## src/rtl/vga_scan_timing_if.sv

```systemverilog
// ---------------------------------------------------------------------------
// vga_scan_timing_if
//   Raster timing bundle between the VGA scan generator and its consumers
//   (sprite/palette renderers, monitor output stage).
//
//   pix_ce       consumer -> generator   pixel advance enable
//   DrawX/DrawY  generator -> consumer   current raster position
//   blank        generator -> consumer   1 = visible region
//   hs, vs       generator -> consumer   active-low syncs
//   line_end     generator -> consumer   pulse on last pixel of a line
//   frame_end    generator -> consumer   pulse on last pixel of a frame
//   frame_count  generator -> consumer   completed-frame counter
//
//   master: the timing generator.  slave: whoever supplies pix_ce and
//   consumes the raster position.
// ---------------------------------------------------------------------------
interface vga_scan_timing_if;
    logic       pix_ce;
    logic [9:0] DrawX;
    logic [9:0] DrawY;
    logic       blank;
    logic       hs;
    logic       vs;
    logic       line_end;
    logic       frame_end;
    logic [7:0] frame_count;

    modport master (
        input  pix_ce,
        output DrawX, DrawY, blank, hs, vs, line_end, frame_end, frame_count
    );

    modport slave (
        output pix_ce,
        input  DrawX, DrawY, blank, hs, vs, line_end, frame_end, frame_count
    );
endinterface

```

## src/rtl/vga_scan_timing.sv

```systemverilog
// ---------------------------------------------------------------------------
// vga_scan_timing
//   640x480@60 Hz raster timing generator (porches/sync widths are
//   parameters).  Every output is a register; blank/hs/vs/pulses are
//   computed from the next-state counter values so they always describe
//   the (DrawX, DrawY) presented in the same cycle.
//
//   vga_clk   pixel clock
//   reset_n   asynchronous active-low reset
//   vga       master side of vga_scan_timing_if (pix_ce in, timing out)
// ---------------------------------------------------------------------------
module vga_scan_timing #(
    parameter int unsigned H_VISIBLE = 640,
    parameter int unsigned H_FRONT   = 16,
    parameter int unsigned H_SYNC    = 96,
    parameter int unsigned H_BACK    = 48,
    parameter int unsigned V_VISIBLE = 480,
    parameter int unsigned V_FRONT   = 10,
    parameter int unsigned V_SYNC    = 2,
    parameter int unsigned V_BACK    = 33
) (
    input  logic                 vga_clk,
    input  logic                 reset_n,
    vga_scan_timing_if.master    vga
);

    localparam int unsigned H_TOTAL = H_VISIBLE + H_FRONT + H_SYNC + H_BACK;
    localparam int unsigned V_TOTAL = V_VISIBLE + V_FRONT + V_SYNC + V_BACK;

    localparam logic [9:0] H_LAST   = 10'(H_TOTAL - 1);
    localparam logic [9:0] V_LAST   = 10'(V_TOTAL - 1);
    localparam logic [9:0] H_VIS    = 10'(H_VISIBLE);
    localparam logic [9:0] V_VIS    = 10'(V_VISIBLE);
    localparam logic [9:0] HS_BEGIN = 10'(H_VISIBLE + H_FRONT);
    localparam logic [9:0] HS_END   = 10'(H_VISIBLE + H_FRONT + H_SYNC);
    localparam logic [9:0] VS_BEGIN = 10'(V_VISIBLE + V_FRONT);
    localparam logic [9:0] VS_END   = 10'(V_VISIBLE + V_FRONT + V_SYNC);

    logic [9:0] draw_x;
    logic [9:0] draw_y;
    logic       blank_q;
    logic       hs_q;
    logic       vs_q;
    logic       line_end_q;
    logic       frame_end_q;
    logic [7:0] frame_count_q;

    logic       x_last;
    logic       y_last;
    logic [9:0] x_nxt;
    logic [9:0] y_nxt;
    logic       blank_nxt;
    logic       hs_nxt;
    logic       vs_nxt;
    logic       line_end_nxt;
    logic       frame_end_nxt;
    logic [7:0] frame_count_nxt;

    // Next raster position.  The ">=" compares make the counters fall back
    // to zero even if a value past the totals were ever forced in.
    always_comb begin
        x_last = (draw_x >= H_LAST);
        y_last = (draw_y >= V_LAST);

        x_nxt = x_last ? 10'd0 : draw_x + 10'd1;
        y_nxt = draw_y;
        if (x_last) begin
            y_nxt = y_last ? 10'd0 : draw_y + 10'd1;
        end

        frame_count_nxt = frame_count_q;
        if (x_last && y_last) begin
            frame_count_nxt = frame_count_q + 8'd1;
        end
    end

    // Decode on the next position so the registered flags line up with the
    // registered counters (no one-cycle lag for downstream sprite stages).
    always_comb begin
        blank_nxt     = (x_nxt < H_VIS) && (y_nxt < V_VIS);
        hs_nxt        = !((x_nxt >= HS_BEGIN) && (x_nxt < HS_END));
        vs_nxt        = !((y_nxt >= VS_BEGIN) && (y_nxt < VS_END));
        line_end_nxt  = (x_nxt == H_LAST);
        frame_end_nxt = line_end_nxt && (y_nxt == V_LAST);
    end

    always_ff @(posedge vga_clk or negedge reset_n) begin
        if (!reset_n) begin
            draw_x        <= 10'd0;
            draw_y        <= 10'd0;
            blank_q       <= 1'b1;
            hs_q          <= 1'b1;
            vs_q          <= 1'b1;
            line_end_q    <= 1'b0;
            frame_end_q   <= 1'b0;
            frame_count_q <= 8'd0;
        end else if (vga.pix_ce) begin
            draw_x        <= x_nxt;
            draw_y        <= y_nxt;
            blank_q       <= blank_nxt;
            hs_q          <= hs_nxt;
            vs_q          <= vs_nxt;
            line_end_q    <= line_end_nxt;
            frame_end_q   <= frame_end_nxt;
            frame_count_q <= frame_count_nxt;
        end else begin
            // Stalled cycle: position and syncs hold, but the pulses must
            // not be seen twice by per-line/per-frame consumers.
            line_end_q    <= 1'b0;
            frame_end_q   <= 1'b0;
        end
    end

    assign vga.DrawX       = draw_x;
    assign vga.DrawY       = draw_y;
    assign vga.blank       = blank_q;
    assign vga.hs          = hs_q;
    assign vga.vs          = vs_q;
    assign vga.line_end    = line_end_q;
    assign vga.frame_end   = frame_end_q;
    assign vga.frame_count = frame_count_q;

endmodule
```

## src/flat_wrapper.sv

```systemverilog
// flat-port wrapper written by rule: the top's interface ports become plain ports
module vga_scan_timing_flat 
#(
    parameter int unsigned H_VISIBLE = 640,
    parameter int unsigned H_FRONT   = 16,
    parameter int unsigned H_SYNC    = 96,
    parameter int unsigned H_BACK    = 48,
    parameter int unsigned V_VISIBLE = 480,
    parameter int unsigned V_FRONT   = 10,
    parameter int unsigned V_SYNC    = 2,
    parameter int unsigned V_BACK    = 33
)
  (vga_clk, reset_n, vga_pix_ce, vga_DrawX, vga_DrawY, vga_blank, vga_hs, vga_vs, vga_line_end, vga_frame_end, vga_frame_count);
  vga_scan_timing_if vga_i ();
  input  logic vga_clk;
  input  logic reset_n;
  input wire logic [$bits(vga_i.pix_ce)-1:0] vga_pix_ce;
  output wire logic [$bits(vga_i.DrawX)-1:0] vga_DrawX;
  output wire logic [$bits(vga_i.DrawY)-1:0] vga_DrawY;
  output wire logic [$bits(vga_i.blank)-1:0] vga_blank;
  output wire logic [$bits(vga_i.hs)-1:0] vga_hs;
  output wire logic [$bits(vga_i.vs)-1:0] vga_vs;
  output wire logic [$bits(vga_i.line_end)-1:0] vga_line_end;
  output wire logic [$bits(vga_i.frame_end)-1:0] vga_frame_end;
  output wire logic [$bits(vga_i.frame_count)-1:0] vga_frame_count;
  assign vga_i.pix_ce = vga_pix_ce;
  assign vga_DrawX = vga_i.DrawX;
  assign vga_DrawY = vga_i.DrawY;
  assign vga_blank = vga_i.blank;
  assign vga_hs = vga_i.hs;
  assign vga_vs = vga_i.vs;
  assign vga_line_end = vga_i.line_end;
  assign vga_frame_end = vga_i.frame_end;
  assign vga_frame_count = vga_i.frame_count;
  vga_scan_timing #(.H_VISIBLE(H_VISIBLE), .H_FRONT(H_FRONT), .H_SYNC(H_SYNC), .H_BACK(H_BACK), .V_VISIBLE(V_VISIBLE), .V_FRONT(V_FRONT), .V_SYNC(V_SYNC), .V_BACK(V_BACK)) u_core (.vga_clk(vga_clk), .reset_n(reset_n), .vga(vga_i));
endmodule
```

## config.mk

```make
export PLATFORM = sky130hd
export DESIGN_NAME = vga_scan_timing_flat
export DESIGN_NICKNAME = d
export VERILOG_FILES = /design/src/rtl/vga_scan_timing_if.sv /design/src/rtl/vga_scan_timing.sv /design/src/flat_wrapper.sv
export SDC_FILE = /design/constraint.sdc
export NUM_CORES = 1
export LEC_CHECK = 0
export CAP_MARGIN = 10
export CORE_MARGIN = 1
export CORE_UTILIZATION = 57
export DETAILED_ROUTE_END_ITERATION = 6
export PLACE_DENSITY = 0.85
export SYNTH_ARGS = -nofsm -noshare
export SYNTH_HDL_FRONTEND = slang
export SYNTH_SLANG_ARGS = --single-unit
```

## constraint.sdc

```tcl
create_clock -name vga_clk -period 3.8 [get_ports vga_clk]
set_input_delay 0.76 -clock vga_clk [delete_from_list [all_inputs] [get_ports vga_clk]]
set_output_delay 0.76 -clock vga_clk [all_outputs]
set_load 0.02 [all_outputs]
```

==> summary.txt, run 1 <==
Die
  – Die X: 63.55 µm
  – DIE HEIGHT: about 64 µm
  – Starting density of the core: between 60 and 70%
  – Row Count: 21
  – Core area: around 3500 µm²
  – DIE AREA: a little over 4000 µm²
  – # IOs: 36

Clock network
  – Clock root cell: clkbuf_8
  – Max H-tree Level: 2
  – Post-cts sizing count: 0
  – Clk_lat worst skew: about 0.29 ns
  – CTS Sinks: 33
  – Clock transition at path regs: around 0.070 ns
  – Deepest clock path buffer count: 2
  – CTS tree: done
  – Hold_buf cts: 0
  – CTS Buf Count: 5
  – Post-CTS Setup Bufs: 0

STA
  – RSZ-0062 raised after global routing: no
  – Least-Margin Pin Slew: 0.6937 ns
  – Final Cycle Share: ~70%
  – Slew Viols, Final: 0
  – Slew margin rel.: between 50% and 60%
  – Final setup viols: 0
  – Setup Total Neg Slack: 0 ns
  – Clock Skew: slightly below 0.007 ns
  – Fmax: ~0.37 GHz
  – Final min period: 2.689 ns
  – Fin. Hold Viols: 0

Yosys
  – Synth Register Bits: 33
  – Synth top area share: approximately a third
  – Most common cell in the netlist: nand2_1
  – Mapped Nets: ~260
  – Main flop type after synthesis: dfrtp_1
  – Cell count after synthesis: 250
  – Sequential element share of the synthesized area: between 30% and 40%
  – Post-Syn Area per Cell: 8.638 µm²
  – Ranking of synthesized cells by area: dfrtp_1 (35%), o21ai_0 (5.8%), nand2_1 (5.4%), xnor2_1 (4.5%), dfstp_2 (3.7%)
  – Yosys cell types: between 50 and 60
  – Synthesized cell area: ~2200 µm²
  – Post-synth EDFFs: 0
  – Cell taking the most area after synthesis: dfrtp_1
  – Ys Warns: 0
  – Top cells by count, synth: nand2_1 (31), dfrtp_1 (30), o21ai_0 (25)
  – Ys async rst share: 100.0%

Routing
  – Vias: between 2000 and 2500
  – WL final: slightly below 5000 µm
  – Vias/cell: about 6.2
  – Wire per inst: 14.99 µm
  – DRT iter0 DRCs: 154
  – DRC Markers: 0
  – Detail Route Antenna Nets: 0
  – DR pass1 iterations: 5

Final layout
  – Nets@finish: 282
  – Ant diodes: 0
  – Filler instances: approximately 280
  – Synth-to-Final Area Change: 19.81%
  – Layout cells sized above 1: between 7 and 8%

Worst setup path
  – Arrival time worst endpoint: between 2 and 3 ns
  – Req. time, crit path: 4.02 ns
  – Critical path type: reg -> reg
  – Worst path cell trace: ha_1 > and4_1 > o21ai_2 > or4_1 > a31oi_1 > o21ai_1 > a32o_1
  – Crit path max-delay cell type: or4_1
  – Worst stage delay on the critical path: between 0.5 and 0.6 ns
  – Max Fanout on Critical Path: 14
  – Type of origin of the critical path: flop
  – CP Capture Type: flop

Place
  – Post-DP HPWL: 3354 µm
  – Final GP Congestion: approximately 0.87
  – Port-buffer cells: 35

Pwr
  – Tot Pwr: about 1.1 mW
  – PwrDens: 406.7 nW/µm²
  – Worst ir drop on vdd: roughly 0.00033 V
  – Leakage power: between 1 and 1.5 nW

GRT
  – First-pass GRT wire length: ~8500 µm
  – Initial antenna violation count: 0
  – Pin count of the biggest net entering global routing: 34
  – Gr ovfl total: 0
  – Vias in the first global route: around 1800
  – Total track usage: about a quarter

Run status
  – Run status: complete, no violations

Min path
  – Hold WC Path Type: reg -> reg

Flow run
  – Max-Cap Viols: 0
cell usage in the layout (no fill, tap or decap), drive strengths merged, types with 2 or more instances in the layout:
master and n:
clkdlybuf4s50 35, nand2 31, dfrtp 30, o21ai 28, a21oi 15, xnor2 11, nand4 11, nor2 10
nand3 10, inv 8, nor3 8, xor2 6, clkbuf 6, and2 5, and4 4, and3 4
o31ai 4, ha 4, nor4 4, a21o 3, o2bb2ai 3, dfstp 3, or4 3, or3 2
a32o 2, nand4b 2, a31oi 2, buf 2, clkinv 2
registers in the layout (all words and copies together) (netlist names):
| name | cells |
|---|---|
| u_core.vga.frame_count | 8 |
| u_core.vga.frame_end | 1 |
| u_core.vga.DrawY | 10 |
| u_core.vga.hs | 1 |
| u_core.vga.vs | 1 |
| u_core.vga.line_end | 1 |
| u_core.vga.blank | 1 |
| u_core.vga.DrawX | 10 |
area by class of cell:
cell class	instances	area [µm²]	share of cell area (%)
Clock buffer	6	82.58	3.191
Clock inverter	2	13.76	0.5319
Inverter	8	30.03	1.161
Multi-Input combinational cell	190	1209	46.71
Sequential cell	33	829.5	32.06
Tap cell	46	57.56	2.224
Timing Repair Buffer	37	365.4	14.12
path summary, 6_finish.rpt:
path / start / end / slack, ns / cells past startpoint
worst max-delay path: u_core.vga.DrawX[0] / u_core.vga.blank / 1.11 / 7
min in group asynchronous: reset_n / u_core.vga.frame_count[1] / 0.86 / 2
worst min register to register: u_core.vga.frame_count[7] / u_core.vga.frame_count[7] / 0.50 / 1
worst min-delay path: u_core.vga.frame_count[7] / u_core.vga.frame_count[7] / 0.50 / 1
worst max register to register: u_core.vga.DrawX[0] / u_core.vga.blank / 1.11 / 7
max in group asynchronous: reset_n / u_core.vga.vs / 2.60 / 2
cell families after synthesis:
logic type	share of synthesized area, %
adders and majority gates	2.318
and+or+nand+nor	25.26
AOI/OAI and AO/OA	20.97
buffers and inverters	5.620
DFF	38.41
muxes	0.5214
xor gates and xnor gates	6.894
worst max-delay path: cells and delay by family, from the launching register on:
| family | cells | cell delay, ns |
|---|---|---|
| and+or+nand+nor | 2 | 0.96 |
| AOI/OAI and AO/OA | 4 | 0.86 |
| DFF | 1 | 0.48 |
| adders and majority gates | 1 | 0.31 |
per-layer routing:
layer / share of wire [%] / GRT usage (%)
met5: 0 / 0
met4: 1.3 / 9.091
met3: 6.4 / 4.167
met2: 46 / 41.49
met1: 46 / 37.67
per-stage QoR:
step           hold WS, ns  utilization (%)  cells  setup WS (ns)  area [µm²]
2_1_floorplan       0.4644                -    250          1.434        2160
3_3_place_gp        0.4587            71.83    314          1.134        2491
3_5_place_dp        0.4689            71.83    314          1.074        2491
4_1_cts             0.4984            74.60    322          1.134        2587
5_1_grt             0.5146            74.60    322         0.9035        2587
6_report            0.4956            74.60    322          1.111        2587
power breakdown:
part | internal [mW] | leakage [nW] | switching, mW
Clock | 0.147 | 0.0512 | 0.133
Sequential | 0.386 | 0.419 | 0.0804
Combinational | 0.131 | 0.538 | 0.176
Power figures use the tool's default switching activity.
==> inputs of run 2 (changes only) <==
--- a/config.mk
+++ b/config.mk
@@ -7,9 +7,9 @@
 export LEC_CHECK = 0
 export CAP_MARGIN = 10
 export CORE_MARGIN = 1
-export CORE_UTILIZATION = 57
+export CORE_UTILIZATION = 53
 export DETAILED_ROUTE_END_ITERATION = 6
-export PLACE_DENSITY = 0.85
+export PLACE_DENSITY = 0.8
 export SYNTH_ARGS = -nofsm -noshare
 export SYNTH_HDL_FRONTEND = slang
 export SYNTH_SLANG_ARGS = --single-unit
==> constraint.sdc (replaced) <==
create_clock -name vga_clk -period 2.5 [get_ports vga_clk]
set_input_delay 0.5 -clock vga_clk [delete_from_list [all_inputs] [get_ports vga_clk]]
set_output_delay 0.5 -clock vga_clk [all_outputs]
set_load 0.02 [all_outputs]
==> summary.txt, run 2 (same netlist as run 1, synthesis figures left out) <==
Die
  – DIE AREA: 4334 µm² (+7.3%)
  – Row Count: 22 (+4.8%)
  – Core area: 3771 µm² (+8.7%)
  – # IOs: 36 (unchanged)
  – DIE HEIGHT: 65.84 µm (+3.6%)
  – Starting density of the core: 57.27% (-5.0 points)
  – Die X: 65.84 µm (+3.6%)

Clock network
  – CTS Sinks: 33 (unchanged)
  – Clk_lat worst skew: 0.29 ns (about the same)
  – Max H-tree Level: 2 (unchanged)
  – CTS tree: done
  – CTS Buf Count: 5 (unchanged)
  – Post-CTS Setup Bufs: 0 (unchanged)
  – Clock transition at path regs: 0.08 ns (about the same)
  – Clock root cell: clkbuf_8
  – Deepest clock path buffer count: 2 (unchanged)

Final layout
  – Most frequent cells in the layout: clkdlybuf4s50_1 (35), nand2_1 (31), dfrtp_1 (29), o21ai_0 (25), a21oi_1 (15)
  – Layout cells sized above 1: 12.20% (+4.6 points)
  – Synth-to-Final Area Change: 24.86%
  – Layout Utilization: 71.50% (-3.1 points)
  – Nets@finish: 293 (+3.9%)
  – Commonest non-fill, non-tap cell in the layout: clkdlybuf4s50_1
  – Ant diodes: 0 (unchanged)

Pwr
  – Sequential share of power: 38.0% (-6.3 points)
  – PwrDens: 643.2 nW/µm² (+58%)
  – Sw Ratio: 35.44% (-1.5 points)
  – Combinational share of power: 32.0% (+2.9 points)
  – Power share of the clock group: 29.9% (+3.4 points)
  – Switching Power: 614.6 µW (+58%)
  – Internal power: 1.120 mW (+69%)
  – Worst ir drop on vdd: 0.0005707 V (+74%)
  – Leakage power: 1.064 nW (+5.5%)

Routing
  – Wire per inst: 15.66 µm (+4.5%)
  – DRC Markers: 0 (unchanged)
  – Detail Route Antenna Nets: 0 (unchanged)
  – Vias/cell: 6.137 (-1.5%)
  – DRT iter0 DRCs: 183 (+19%)
  – WL final: 5247 µm (+8.7%)
  – DR pass1 iterations: 4 (-1)
  – Vias: 2056 (+2.5%)

Worst setup path
  – Worst stage delay on the critical path: 0.45 ns (-0.09 ns)
  – Arrival time worst endpoint: 2.53 ns (-0.38 ns)
  – Req. time, crit path: 2.73 ns (-1.29 ns)
  – Critical path type: reg -> reg
  – Crit path max-delay cell type: dfrtp_2
  – CP Capture Type: flop
  – Worst path cell trace: ha_2 > and4_1 > nand2_1 > or4_1 > a31oi_1 > o21ai_1 > a32o_1
  – Max Fanout on Critical Path: 9 (-5)
  – Type of origin of the critical path: flop

GRT
  – Pin count of the biggest net entering global routing: 34 (unchanged)
  – Initial antenna violation count: 0 (unchanged)
  – Total track usage: 26.91% (+0.17 points)
  – First-pass GRT wire length: 8818 µm (+3.4%)
  – Vias in the first global route: 1810 (-0.82%)
  – Gr ovfl total: 0 (unchanged)

Flow run
  – Max-Cap Viols: 0 (unchanged)

Run status
  – Run status: complete, no violations

Place
  – Post-DP HPWL: 3597 µm (+7.3%)
  – Final GP Congestion: 0.8775 (+0.55%)
  – Port-buffer cells: 35 (unchanged)

STA
  – Least-Margin Pin Slew: 0.7003 ns (+0.006653 ns)
  – Final min period: 2.301 ns (-0.3880 ns)
  – Fin. Hold Viols: 0 (unchanged)
  – Fin Hold WS: 0.4682 ns (-0.02737 ns)
  – Slew margin rel.: 53.31% (-0.44 points)
  – Fmax: 0.4346 GHz (+17%)
  – RSZ-0062 raised after global routing: no
  – Final setup viols: 0 (unchanged)
  – Setup Total Neg Slack: 0 ns (unchanged)
  – Slew Viols, Final: 0 (unchanged)
  – Final Cycle Share: 92.05% (+21 points)
  – Clock Skew: 0.01135 ns (+0.004625 ns)

Min path
  – Hold WC Path Type: reg -> reg
-- run 2: cell types whose count changed in the layout (fill, tap and decap cells not counted), sizes merged --
cell / previous run / this run
buf: 2 / 13
clkinv: 2 / 1
clkinvlp: 0 / 1
clkbuf: 6 / 5
bufinv: 0 / 1
-- run 2: repair_timing --
action / CTS / global route
hold buffers: 0 / 0
gates resized for setup: 0 / 3
endpoints found under the setup margin: 0 / 2
-- run 2: area by class of cell --
| type | count | area, µm² |
|---|---|---|
| fillers | 311 | 1075 |
| clock inverters | 3 | 46.29 |
| repair buffers | 48 | 447.9 |
| multi-input cells | 190 | 1212 |
| well taps | 48 | 60.06 |
| inverters | 8 | 30.03 |
| flip-flops and latches | 33 | 830.8 |
| clock buffers | 5 | 68.82 |
-- run 2: power by group through the flow --
| stage | Sequential (mW) | Clock [mW] | Combinational [mW] |
|---|---|---|---|
| after floorplan | 0.713 | 0 | 0.301 |
| after global placement | 0.667 | 0 | 0.543 |
| after detailed placement | 0.671 | 0 | 0.549 |
| after CTS | 0.660 | 0.536 | 0.553 |
| after global routing | 0.671 | 0.555 | 0.609 |
| final | 0.660 | 0.519 | 0.556 |
-- run 2: final timing paths --
check                                           from                        end  slack (ns)  depth (start not counted)
setup / recovery                 u_core.vga.DrawY[1]           u_core.vga.blank        0.20                          7
hold / removal             u_core.vga.frame_count[7]  u_core.vga.frame_count[7]        0.47                          1
setup reg to reg                 u_core.vga.DrawY[1]           u_core.vga.blank        0.20                          7
hold reg to reg            u_core.vga.frame_count[7]  u_core.vga.frame_count[7]        0.47                          1
max in group asynchronous                    reset_n              u_core.vga.vs        1.54                          2
min in group asynchronous                    reset_n        u_core.vga.DrawY[9]        0.61                          2
-- run 2: worst max-delay path, delay by kind of cell, from the launching register on --
kind / cells / cell delay (ns)
compound gates: 3 / 0.65
fa+ha+maj: 1 / 0.27
simple gates: 3 / 0.87
flops: 1 / 0.45
-- run 2: routing by layer --
layer,share of wire [%],global-route usage (%),vias to the layer above
met1,46,39.42,971
met3,6.9,4.828,9
met4,1.4,8.424,0
li1,-,-,990
met5,0,0,-
met2,46,40.05,86
-- run 2: metrics by stage --
step                      worst slack [ns]  std cells  area, µm²  power, mW
after floorplan                     0.1341        250       2160      1.014
final                               0.1988        335       2696      1.734
after global routing               0.03931        335       2696      1.835
after detailed placement            0.1374        327       2576      1.220
after global placement              0.1156        327       2576      1.210
after CTS                           0.1236        335       2691      1.749
==> inputs of run 3 (changes only) <==
--- a/config.mk
+++ b/config.mk
@@ -6,10 +6,14 @@
 export NUM_CORES = 1
 export LEC_CHECK = 0
 export CAP_MARGIN = 10
+export CELL_PAD_IN_SITES_DETAIL_PLACEMENT = 1
+export CELL_PAD_IN_SITES_GLOBAL_PLACEMENT = 2
 export CORE_MARGIN = 1
-export CORE_UTILIZATION = 53
+export CORE_UTILIZATION = 32
+export CTS_CLUSTER_DIAMETER = 120
 export DETAILED_ROUTE_END_ITERATION = 6
-export PLACE_DENSITY = 0.8
+export PLACE_DENSITY_LB_ADDON = 0.1
 export SYNTH_ARGS = -nofsm -noshare
 export SYNTH_HDL_FRONTEND = slang
 export SYNTH_SLANG_ARGS = --single-unit
+export TNS_END_PERCENT = 30
==> summary.txt, run 3 (same netlist as run 1, synthesis figures left out) <==
STA
  – Fmax: 0.4412 GHz (+1.5%)
  – Slew margin rel.: 48.65% (-4.7 points)
  – Clock Skew: 0.008543 ns (-0.002807 ns)
  – Setup Total Neg Slack: 0 ns (unchanged)
  – Final Cycle Share: 90.66% (-1.4 points)
  – Final setup viols: 0 (unchanged)
  – RSZ-0062 raised after global routing: no
  – Final min period: 2.266 ns (-0.03476 ns)
  – Least-Margin Pin Slew: 0.7703 ns (+0.06994 ns)
  – Slew Viols, Final: 0 (unchanged)
  – Fin Hold WS: 0.4625 ns (-0.005657 ns)
  – Fin. Hold Viols: 0 (unchanged)

Worst setup path
  – CP Capture Type: flop
  – Req. time, crit path: 2.67 ns (-0.06 ns)
  – Internal reg-to-reg setup slack: 0.23 ns (+0.03 ns)
  – Type of origin of the critical path: flop
  – Arrival time worst endpoint: 2.44 ns (-0.09 ns)
  – Max Fanout on Critical Path: 5 (-4)
  – Critical path type: reg -> reg

Clock network
  – Deepest clock path buffer count: 2 (unchanged)
  – CTS tree: done
  – Post-cts sizing count: 0 (unchanged)
  – CTS Sinks: 33 (unchanged)
  – Clock transition at path regs: 0.07 ns (about the same)
  – Clk_lat worst skew: 0.29 ns (about the same)
  – Clock root cell: clkbuf_8
  – Post-CTS Setup Bufs: 0 (unchanged)
  – CTS Buf Count: 5 (unchanged)
  – Max H-tree Level: 2 (unchanged)
  – Hold_buf cts: 0 (unchanged)

Final layout
  – Nets@finish: 307 (+4.8%)
  – Synth-to-Final Area Change: 30.01%
  – Most frequent cells in the layout: clkdlybuf4s50_1 (35), nand2_1 (31), dfrtp_1 (30), buf_4 (27), o21ai_0 (25)
  – Commonest non-fill, non-tap cell in the layout: clkdlybuf4s50_1
  – Layout cells sized above 1: 15.61% (+3.4 points)
  – Non-Filler Instances: 378 (+13%)
  – Ant diodes: 0 (unchanged)
  – FF/Latch Area: 829.5 µm² (-0.15%)
  – Filler instances: 754 (+140%)
  – Multi-input gate area: 1212 µm² (unchanged)

Routing
  – DR pass1 iterations: 4 (unchanged)
  – Vias/cell: 5.606 (-8.7%)
  – Wire per inst: 17.32 µm (+11%)
  – Vias: 2119 (+3.1%)
  – Detail Route Antenna Nets: 0 (unchanged)
  – DRC Markers: 0 (unchanged)
  – WL final: 6548 µm (+25%)
  – DRT iter0 DRCs: 101 (-45%)

GRT
  – Total track usage: 19.81% (-7.1 points)
  – Initial antenna violation count: 0 (unchanged)
  – Gr ovfl total: 0 (unchanged)
  – First-pass GRT wire length: 11110 µm (+26%)
  – Vias in the first global route: 2127 (+18%)
  – Pin count of the biggest net entering global routing: 34 (unchanged)

Die
  – Core area: 6422 µm² (+70%)
  – Row Count: 29 (+32%)
  – DIE HEIGHT: 84.15 µm (+28%)
  – DIE AREA: 7081 µm² (+63%)
  – # IOs: 36 (unchanged)
  – Starting density of the core: 33.63% (-24 points)
  – Die X: 84.15 µm (+28%)

Run status
  – Run status: complete, no violations

Pwr
  – PwrDens: 596.7 nW/µm² (-7.2%)
  – Leakage power: 1.131 nW (+6.3%)
  – Worst ir drop on vdd: 0.0004886 V (-14%)

Place
  – Final GP Congestion: 0.8512 (-3.0%)
  – Post-DP HPWL: 4823 µm (+34%)
  – Port-buffer cells: 35 (unchanged)
  – Number of placed cells counting well taps: 370 (+13%)

Min path
  – Hold WC Path Type: reg -> reg

Flow run
  – Max-Cap Viols: 0 (unchanged)
-- run 3: layout make-up --
type,count,area share (%)
inverter,8,1.070
clock buffer,5,2.451
multi-input combinational,190,43.18
sequential,33,29.55
timing repair buffer,62,19.70
clock inverter,3,0.6239
tap,77,3.431
-- run 3: worst max-delay path: stages, from the launching register on --
cell,delay [ns]
dfrtp_1,0.38
ha_1,0.21
and4_1,0.23
buf_4,0.17
o31ai_1,0.25
a21oi_2,0.14
or4_4,0.55
a2111oi_2,0.23
-- run 3: per-layer routing --
metal | track usage (%) | routed length [µm] | share of wire (%)
met5 | 0 | 0 | 0
met4 | 4.702 | 53 | 0.81
met3 | 2.950 | 189 | 2.9
met2 | 31.37 | 3057 | 47
met1 | 28.47 | 3248 | 50
-- run 3: per-stage QoR --
| stage | setup WS [ns] | power [mW] | area (µm²) | utilization, % |
|---|---|---|---|---|
| after CTS | 0.2019 | 1.695 | 2804 | 43.66 |
| after detailed placement | 0.2253 | 1.270 | 2718 | 42.31 |
| after global placement | 0.2877 | 1.266 | 2718 | 42.31 |
| after floorplan | 0.1341 | 1.014 | 2160 | - |
| after global routing | 0.004805 | 1.783 | 2808 | 43.72 |
| final | 0.2336 | 1.675 | 2808 | 43.72 |
-- run 3: path summary, 6_finish.rpt --
path,endpoint,startpoint,cells past startpoint
worst min register to register,u_core.vga.frame_count[7],u_core.vga.frame_count[7],1
worst min-delay path,u_core.vga.frame_count[7],u_core.vga.frame_count[7],1
worst max-delay path,u_core.vga.frame_end,u_core.vga.DrawX[0],7
min in group asynchronous,u_core.vga.frame_count[3],reset_n,2
worst max register to register,u_core.vga.frame_end,u_core.vga.DrawX[0],7
max in group asynchronous,u_core.vga.vs,reset_n,2
-- run 3: report_power, final --
group | switching, mW | internal [mW]
combinational | 0.346 | 0.257
sequential | 0.0736 | 0.587
clock | 0.220 | 0.192
